[src/rtl/dtcm_arbiter_pkg.sv]
// Shared constants for the DTCM arbiter: SRAM geometry and requester port indices.
package dtcm_arbiter_pkg;

  localparam int DTCM_RAM_AW = 16;
  localparam int DTCM_RAM_DW = 32;
  localparam int DTCM_RAM_MW = DTCM_RAM_DW / 8;

  localparam logic PORT_LSU = 1'b0;
  localparam logic PORT_EXT = 1'b1;

endpackage

[src/rtl/dtcm_rsp_slot.sv]
// Per-port response slot: tracks one outstanding SRAM access and returns its
// data, bypassing SRAM dout on the first cycle and replaying a captured copy
// while the requester stalls.
module dtcm_rsp_slot
  import dtcm_arbiter_pkg::*;
(
  input  logic                   clk,
  input  logic                   rst,
  input  logic                   grant,
  input  logic                   grant_read,
  input  logic                   rsp_ready,
  input  logic [DTCM_RAM_DW-1:0] ram_dout,
  output logic                   rsp_valid,
  output logic [DTCM_RAM_DW-1:0] rsp_rdata
);

  logic                   rsp_vld_r;
  logic                   fresh_r;
  logic                   is_rd_r;
  logic [DTCM_RAM_DW-1:0] hold_r;
  logic [DTCM_RAM_DW-1:0] rdata_s;

  // Response data: live SRAM output on the cycle after the access, captured copy afterwards.
  always_comb begin
    rdata_s = {DTCM_RAM_DW{1'b0}};
    if (fresh_r) begin
      if (is_rd_r) begin
        rdata_s = ram_dout;
      end else begin
        rdata_s = {DTCM_RAM_DW{1'b0}};
      end
    end else begin
      rdata_s = hold_r;
    end
  end

  // Slot state; a new grant only arrives when the current response leaves this cycle.
  always_ff @(posedge clk or posedge rst) begin
    if (rst) begin
      rsp_vld_r <= 1'b0;
      fresh_r   <= 1'b0;
      is_rd_r   <= 1'b0;
      hold_r    <= {DTCM_RAM_DW{1'b0}};
    end else if (grant) begin
      rsp_vld_r <= 1'b1;
      fresh_r   <= 1'b1;
      is_rd_r   <= grant_read;
    end else if (rsp_vld_r && !rsp_ready) begin
      if (fresh_r) begin
        hold_r  <= rdata_s;
        fresh_r <= 1'b0;
      end else begin
        fresh_r <= 1'b0;
      end
    end else if (rsp_vld_r) begin
      rsp_vld_r <= 1'b0;
      fresh_r   <= 1'b0;
    end else begin
      fresh_r   <= 1'b0;
    end
  end

  assign rsp_valid = rsp_vld_r;
  assign rsp_rdata = rdata_s;

endmodule

[src/rtl/dtcm_arbiter.sv]
// Round-robin arbiter sharing the single-port DTCM SRAM between the LSU and
// the external bus/debug port, with per-port response slots.
module dtcm_arbiter
  import dtcm_arbiter_pkg::*;
(
  input  logic                   clk,
  input  logic                   rst,
  input  logic                   lsu_cmd_valid,
  output logic                   lsu_cmd_ready,
  input  logic                   lsu_cmd_read,
  input  logic [DTCM_RAM_AW-1:0] lsu_cmd_addr,
  input  logic [DTCM_RAM_MW-1:0] lsu_cmd_wmask,
  input  logic [DTCM_RAM_DW-1:0] lsu_cmd_wdata,
  output logic                   lsu_rsp_valid,
  input  logic                   lsu_rsp_ready,
  output logic [DTCM_RAM_DW-1:0] lsu_rsp_rdata,
  input  logic                   ext_cmd_valid,
  output logic                   ext_cmd_ready,
  input  logic                   ext_cmd_read,
  input  logic [DTCM_RAM_AW-1:0] ext_cmd_addr,
  input  logic [DTCM_RAM_MW-1:0] ext_cmd_wmask,
  input  logic [DTCM_RAM_DW-1:0] ext_cmd_wdata,
  output logic                   ext_rsp_valid,
  input  logic                   ext_rsp_ready,
  output logic [DTCM_RAM_DW-1:0] ext_rsp_rdata,
  output logic                   dtcm_ram_cs,
  output logic                   dtcm_ram_we,
  output logic [DTCM_RAM_AW-1:0] dtcm_ram_addr,
  output logic [DTCM_RAM_MW-1:0] dtcm_ram_wem,
  output logic [DTCM_RAM_DW-1:0] dtcm_ram_din,
  input  logic [DTCM_RAM_DW-1:0] dtcm_ram_dout
);

  logic rr_last_r;
  logic elig_lsu_s;
  logic elig_ext_s;
  logic grant_lsu_s;
  logic grant_ext_s;

  // A port may only issue when its response slot will be free next cycle.
  assign elig_lsu_s = lsu_cmd_valid & (~lsu_rsp_valid | lsu_rsp_ready) & ~rst;
  assign elig_ext_s = ext_cmd_valid & (~ext_rsp_valid | ext_rsp_ready) & ~rst;

  // Round-robin pick: on a tie the port not granted last time wins.
  always_comb begin
    grant_lsu_s = 1'b0;
    grant_ext_s = 1'b0;
    if (elig_lsu_s && elig_ext_s) begin
      if (rr_last_r == PORT_LSU) begin
        grant_ext_s = 1'b1;
      end else begin
        grant_lsu_s = 1'b1;
      end
    end else if (elig_lsu_s) begin
      grant_lsu_s = 1'b1;
    end else if (elig_ext_s) begin
      grant_ext_s = 1'b1;
    end else begin
      grant_lsu_s = 1'b0;
      grant_ext_s = 1'b0;
    end
  end

  // Last-granted port register for round-robin fairness.
  always_ff @(posedge clk or posedge rst) begin
    if (rst) begin
      rr_last_r <= PORT_EXT;
    end else if (grant_lsu_s) begin
      rr_last_r <= PORT_LSU;
    end else if (grant_ext_s) begin
      rr_last_r <= PORT_EXT;
    end else begin
      rr_last_r <= rr_last_r;
    end
  end

  // SRAM pin mux; everything is zero on idle cycles and the byte mask is zero on reads.
  always_comb begin
    dtcm_ram_cs   = 1'b0;
    dtcm_ram_we   = 1'b0;
    dtcm_ram_addr = {DTCM_RAM_AW{1'b0}};
    dtcm_ram_wem  = {DTCM_RAM_MW{1'b0}};
    dtcm_ram_din  = {DTCM_RAM_DW{1'b0}};
    if (grant_lsu_s) begin
      dtcm_ram_cs   = 1'b1;
      dtcm_ram_we   = ~lsu_cmd_read;
      dtcm_ram_addr = lsu_cmd_addr;
      dtcm_ram_wem  = lsu_cmd_read ? {DTCM_RAM_MW{1'b0}} : lsu_cmd_wmask;
      dtcm_ram_din  = lsu_cmd_wdata;
    end else if (grant_ext_s) begin
      dtcm_ram_cs   = 1'b1;
      dtcm_ram_we   = ~ext_cmd_read;
      dtcm_ram_addr = ext_cmd_addr;
      dtcm_ram_wem  = ext_cmd_read ? {DTCM_RAM_MW{1'b0}} : ext_cmd_wmask;
      dtcm_ram_din  = ext_cmd_wdata;
    end else begin
      dtcm_ram_cs   = 1'b0;
    end
  end

  assign lsu_cmd_ready = grant_lsu_s;
  assign ext_cmd_ready = grant_ext_s;

  dtcm_rsp_slot u_lsu_slot (
    .clk        (clk),
    .rst        (rst),
    .grant      (grant_lsu_s),
    .grant_read (lsu_cmd_read),
    .rsp_ready  (lsu_rsp_ready),
    .ram_dout   (dtcm_ram_dout),
    .rsp_valid  (lsu_rsp_valid),
    .rsp_rdata  (lsu_rsp_rdata)
  );

  dtcm_rsp_slot u_ext_slot (
    .clk        (clk),
    .rst        (rst),
    .grant      (grant_ext_s),
    .grant_read (ext_cmd_read),
    .rsp_ready  (ext_rsp_ready),
    .ram_dout   (dtcm_ram_dout),
    .rsp_valid  (ext_rsp_valid),
    .rsp_rdata  (ext_rsp_rdata)
  );

endmodule

[config.mk]
export PLATFORM = sky130hd
export DESIGN_NAME = dtcm_arbiter
export DESIGN_NICKNAME = d
export VERILOG_FILES = /design/src/rtl/dtcm_arbiter_pkg.sv /design/src/rtl/dtcm_rsp_slot.sv /design/src/rtl/dtcm_arbiter.sv
export SDC_FILE = /design/constraint.sdc
export NUM_CORES = 1
export LEC_CHECK = 0
export ABC_AREA = 1
export ABC_CLOCK_PERIOD_IN_PS = 1500
export CORE_MARGIN = 1.5
export CORE_UTILIZATION = 35
export DETAILED_ROUTE_END_ITERATION = 10
export PLACE_DENSITY_LB_ADDON = 0.1
export SLEW_MARGIN = 20
export SYNTH_ARGS = -nofsm -noshare
export SYNTH_HDL_FRONTEND = slang
export SYNTH_HIERARCHICAL = 1
export SYNTH_SLANG_ARGS = --single-unit
export TNS_END_PERCENT = 10
[constraint.sdc]
create_clock -name clk -period 1.5 [get_ports clk]
set_input_delay 0.15 -clock clk [delete_from_list [all_inputs] [get_ports clk]]
set_output_delay 0.15 -clock clk [all_outputs]
set_load 0.01 [all_outputs]
==> Yosys cells after proc, flatten, opt, wreduce, memory -nomap -nowiden <==
Cells that the tools add are included.
{ "totals": {"reg_bits": 71, "in_bits": 144, "output_inout_bits": 122, "word_cells": 62} }
{ "op_classes": {"n_eq_ne": 2, "muxes": 30, "n_bitwise": 13, "n_reduce_logical": 8} }
{ "ops": {"columns": ["op", "n"], "rows": [
  ["$mux 32", 6],
  ["$mux 16", 2],
  ["$mux 1", 18],
  ["$mux 4", 4],
  ["$not 1->1", 7],
  ["$reduce_and 3->1", 2],
  ["$and 1x1->1", 4],
  ["$ne 2x2->1 const B", 2],
  ["$logic_and 1x1->1", 3],
  ["$logic_not 1->1", 2],
  ["$or 1x1->1", 2],
  ["$reduce_bool 2->1", 1]
]} }

==> Depth between registers and ports, before layout <==
Gate-level depths: netlist of run 1.
{ "logic_depth": {"depth_word": 9, "mapped_depth": 14, "depth_no_buf": 11} }

==> Hierarchy <==
Netlist of run 1, hierarchy kept.
{ "modules_own_cells": {"columns": ["module", "n_inst", "cells_per_inst", "area_each_um2", "seq_area_each_um2"], "rows": [
  ["dtcm_rsp_slot", 2, 255, 1839.3, 875.8],
  ["dtcm_arbiter", 1, 215, 1016.0, 26.3]
]} }

==> Least setup slack after synthesis of run 1 <==
Ideal clock, no wire load.
{ "synth_timing": {"path_kind": "register -> register", "start": "register u_ext_slot.rsp_vld_r (netlist: u_ext_slot/rsp_valid)", "end": "register u_lsu_slot.hold_r[30]", "setup_ps": 65, "arrival_ps": 1643, "required_ps": 1435, "path_slack_ps": -208, "path_stages_with_launch": 13, "n_path_buf": 3, "synth_period_minus_slack_ps": 1708, "cell_sequence": "dfrtp_1 nand2_1 nand3_4 buf_6 buf_6 nand2_1 inv_1 inv_2 nand3_2 nor2_4 buf_6 nand2_1 nand2_1"} }
{ "synth_via": {"elab_chain_cells": 8} }
{ "synth_lines": {"columns": ["element", "line_no", "source"], "rows": [
  ["from (decl)", "dtcm_rsp_slot.sv:17", "logic rsp_vld_r;"],
  ["from (signal assigned)", "dtcm_rsp_slot.sv:40", "rsp_vld_r <= 1'b0;"],
  ["from (signal assigned)", "dtcm_rsp_slot.sv:45", "rsp_vld_r <= 1'b1;"],
  ["from (signal assigned)", "dtcm_rsp_slot.sv:56", "rsp_vld_r <= 1'b0;"],
  ["$not 1->1", "dtcm_arbiter.sv:42", "assign elig_ext_s = ext_cmd_valid & (~ext_rsp_valid | ext_rsp_ready) & ~rst;"],
  ["$or 1x1->1", "dtcm_arbiter.sv:42", null],
  ["$and 1x1->1 (2 in a row)", "dtcm_arbiter.sv:42", null],
  ["$logic_and 1x1->1", "dtcm_arbiter.sv:48", "if (elig_lsu_s && elig_ext_s) begin"],
  ["$mux 1", "dtcm_arbiter.sv:48", null],
  ["net lsu_cmd_ready", "dtcm_arbiter.sv:9", "output logic lsu_cmd_ready,"],
  ["$not 1->1 (no line)", null, null],
  ["$reduce_and 3->1 (no line)", null, null],
  ["to (signal assigned)", "dtcm_rsp_slot.sv:43", "hold_r <= {DTCM_RAM_DW{1'b0}};"],
  ["to (signal assigned)", "dtcm_rsp_slot.sv:50", "hold_r <= rdata_s;"],
  ["to (decl)", "dtcm_rsp_slot.sv:20", "logic [DTCM_RAM_DW-1:0] hold_r;"]
]} }
The timed path passes the listed nets, and every way through them passes these cells.
A chain may end at the register's enable or synchronous reset.

==> Final worst setup path of run 1 <==
{ "layout_timing": {"start": "register rr_last_r", "end": "output dtcm_ram_we"} }
{ "layout_via": {"elab_chain_cells": 4, "elab_cells_between_ends": 6, "classes_between": "6 x mux"} }
{ "layout_lines": {"columns": ["element", "line_no", "source"], "rows": [
  ["from (decl)", "dtcm_arbiter.sv:34", "logic rr_last_r;"],
  ["from (signal assigned)", "dtcm_arbiter.sv:73", "rr_last_r <= rr_last_r;"],
  ["$mux 1", "dtcm_arbiter.sv:49", "if (rr_last_r == PORT_LSU) begin"],
  ["$mux 1", "dtcm_arbiter.sv:48", null],
  ["$mux 1", "dtcm_arbiter.sv:90", "end else if (grant_ext_s) begin"],
  ["$mux 1 (*)", "dtcm_arbiter.sv:84", "if (grant_lsu_s) begin"],
  ["to (decl)", "dtcm_arbiter.sv:27", "output logic dtcm_ram_we,"]
]} }
Every way passes the cells marked *; elsewhere a longest branch is shown, timed or not.

==> summary.txt, run 1 <==
Route
  • DRC: 0
  • Final ANT Viol Nets: 0
  • Initial DRC count: 235
  • Routed vias: 5,871
  • Post-DR vias/cell: 4.75
  • Drt total wl: 18,600 um
  • Drt wl/cell: 15.0 um
  • DR pass1 iterations: 5

Critical path
  • Crit-path leading delay family: flip-flops
  • Crit-path slowest cell: dfstp_2
  • CP bufs+invs: 4
  • Setup CP Type: reg -> out
  • Critical Path Source Type: register
  • Reg2reg start: rr_last_r
  • Crit path max fanout: 7
  • Reg-to-reg setup timing slack: -240 ps
  • Crit end category: output pin
  • CP Data Arrival Time: 1610 ps
  • Critical Path RT: 1350 ps
  • Critical path origin: rr_last_r
  • Crit-path max cell delay: 520 ps
  • CP Cell Sequence: inv_2 > nand3_4 > buf_8 > clkbuf_16 > nand3b_1 > nand2_1 > buf_2

Global routing
  • Grt total ovfl: 0
  • Antenna violations before repair: 3
  • Global-route wire length before repair: 27,900 um
  • Number of global-route vias before repair: 5,422
  • Gr usage total: 24.8%
  • Largest net degree at the start of global routing: 36

Timing
  • Worst Slack Setup Final: -261 ps
  • Final hold viol count: 0
  • Slew margin rel.: 81.8%
  • RSZ-0062 raised after global routing: yes
  • Fin Hold WS: 83.4 ps
  • Fin. max-slew vios: 0
  • Min Tclk post-route: 1760 ps
  • Fmax: 568 MHz
  • Least-Margin Pin Slew: 272 ps
  • Fin Clk Skew: 8.45 ps
  • Setup violators final: 135
  • Setup TNS: -21,580 ps
  • Period utilisation layout: 117%

Status
  • Failing checks: setup timing
  • Outcome: finished with violations

Logic synthesis
  • Post-synthesis cell area: 4690 sq um
  • Syn nets: 869
  • Syn avg cell area: 6.48 sq um
  • Mapped Cells: 725
  • YS warnings: 6
  • Share of the yosys chip area belonging to registers: 37.9%
  • Yosys cell types: 19
  • Flops & latches, synth: 71

Clock network
  • Number of buffers created by CTS: 9
  • Clock slew at reported path FFs: 60 ps
  • Root Driver: clkbuf_16
  • CTS sink cnt: 71
  • Worst-Skew Late Latency: 340 ps
  • H-tree lvl count: 3
  • Clk buf depth: 2
  • CTS tree: yes

Die
  • Site row count: 42
  • Die width: 119 um
  • Initial Util: 35.6%
  • Die height: 119 um
  • Die area: 14,100 sq um
  • CORE AREA: 13,200 sq um
  • I/O pin count: 266

Pwr
  • P_leak: 0.00480 uW
  • Switch share: 34.8%
  • Sequential share of power: 28.8%
  • Clock Power Share: 26.0%
  • Cell-internal power: 5530 uW
  • Comb pwr share: 45.3%
  • Pwr Density: 969 nW/um^2
  • NetSw: 2950 uW
  • VDD IR-drop max: 0.530 mV
  • Final Power: 8490 uW

Place
  • IO buf count: 265
  • Place WS: -629 ps
  • Detailed placer's ending HPWL: 12,900 um
  • Routability-driven placement congestion ratio: 0.852

Layout
  • Total Nets Final: 1,199
  • Area grow syn2layout: 86.5%
  • Layout cells sized above 1: 34.5%

Run
  • Max Cap Viol: 0

Min path
  • HP Class: in -> async
sequential cells by signal, indices dropped and copies added, names as in the netlist:
signal,cells
rr_last_r,1
u_ext_slot/fresh_r,1
u_ext_slot/hold_r,32
u_ext_slot/is_rd_r,1
u_ext_slot/rsp_valid,1
u_lsu_slot/fresh_r,1
u_lsu_slot/hold_r,32
u_lsu_slot/is_rd_r,1
u_lsu_slot/rsp_valid,1
per-layer routing:
metal  vias up  global-route usage (%)  part of all wire (%)
met5         -                       0                  0.13
met4         4                    6.93                   2.2
met3        37                    6.75                   7.1
met2       196                    41.6                    49
met1      2717                    31.4                    41
li1       2917                       -                     -
synthesized netlist by cell type (all sizes together):
library cell    n  area share [%]
nand2         441              35
nand4           2            0.53
dfrtp          70              37
nand3         119              13
buf            50             9.0
o21ai           2            0.21
inv            26             2.2
nor2           13             1.4
nand3b          1            0.16
dfstp           1            0.56
final cells by class:
class / count / area, sq um
fillers: 1185 / 4430
repair buffers: 369 / 3540
well taps: 176 / 220
clock buffers: 9 / 225
flip-flops and latches: 71 / 1780
inverters: 26 / 123
clock inverters: 7 / 78.8
diodes: 1 / 2.50
multi-input cells: 578 / 2790
per-stage QoR:
stage | area (sq um) | utilization, % | std cells
floorplan | 4700 | - | 725
global placement | 7990 | 60.6 | 1196
detailed placement | 7990 | 60.6 | 1196
CTS | 8160 | 61.8 | 1222
global route | 8760 | 66.4 | 1237
finish | 8760 | 66.4 | 1237
power by group through the flow:
stage	Sequential, uW	Combinational [uW]	Clock [uW]
floorplan	2410	1570	0
global placement	2440	3570	0
detailed placement	2450	3590	0
CTS	2430	3470	2240
global route	2480	4150	2300
finish	2440	3840	2200
worst paths after layout:
check,cells past startpoint,endpoint
max in group asynchronous,3,u_ext_slot/rsp_valid
min in group clk,4,u_ext_slot/rsp_valid
hold / removal,3,u_lsu_slot/is_rd_r
hold reg to reg,2,u_ext_slot/hold_r[18]
setup reg to reg,11,u_ext_slot/hold_r[21]
setup / recovery,7,dtcm_ram_we
tightest hold or removal path, cell delays in order:
cell,delay (ps)
dlygate4sd2_1,290
inv_1,120
buf_12,220
cells by family (layout without fill, tap and decap cells):
group	after synthesis	count (layout)	synth area share, %
flops	71	71	37.9
other cells	0	1	0
compound gates	2	2	0.213
buf+inv	76	411	11.2
simple gates	576	576	50.7
cells in the final DEF (no fill, tap or decap), drive strengths merged, types with 2 or more instances in the layout:
cell / netlist / layout
o21ai: 2 / 2
clkdlybuf4s50: 0 / 141
nand4: 2 / 2
buf: 50 / 219
inv: 26 / 28
clkbuf: 0 / 13
dlygate4sd2: 0 / 4
nor2: 13 / 13
nand2: 441 / 441
clkinvlp: 0 / 3
nand3: 119 / 119
dfrtp: 70 / 70
what timing repair did:
action / in CTS / in global routing
hold buffers: 0 / 0
pin swaps: 22 / 50
resized for setup: 552 / 120
gates cloned: 4 / 4
setup endpoints to repair: 186 / 180
buffers inserted: 6 / 13
Note: power is estimated with default switching activity, not from simulation.
==> run 2, diff against run 1 <==
CTS_CLUSTER_SIZE = 40   (was not set)
==> results of run 2 <==
The final DEF is identical to that of run 1; final timing and power are the same.
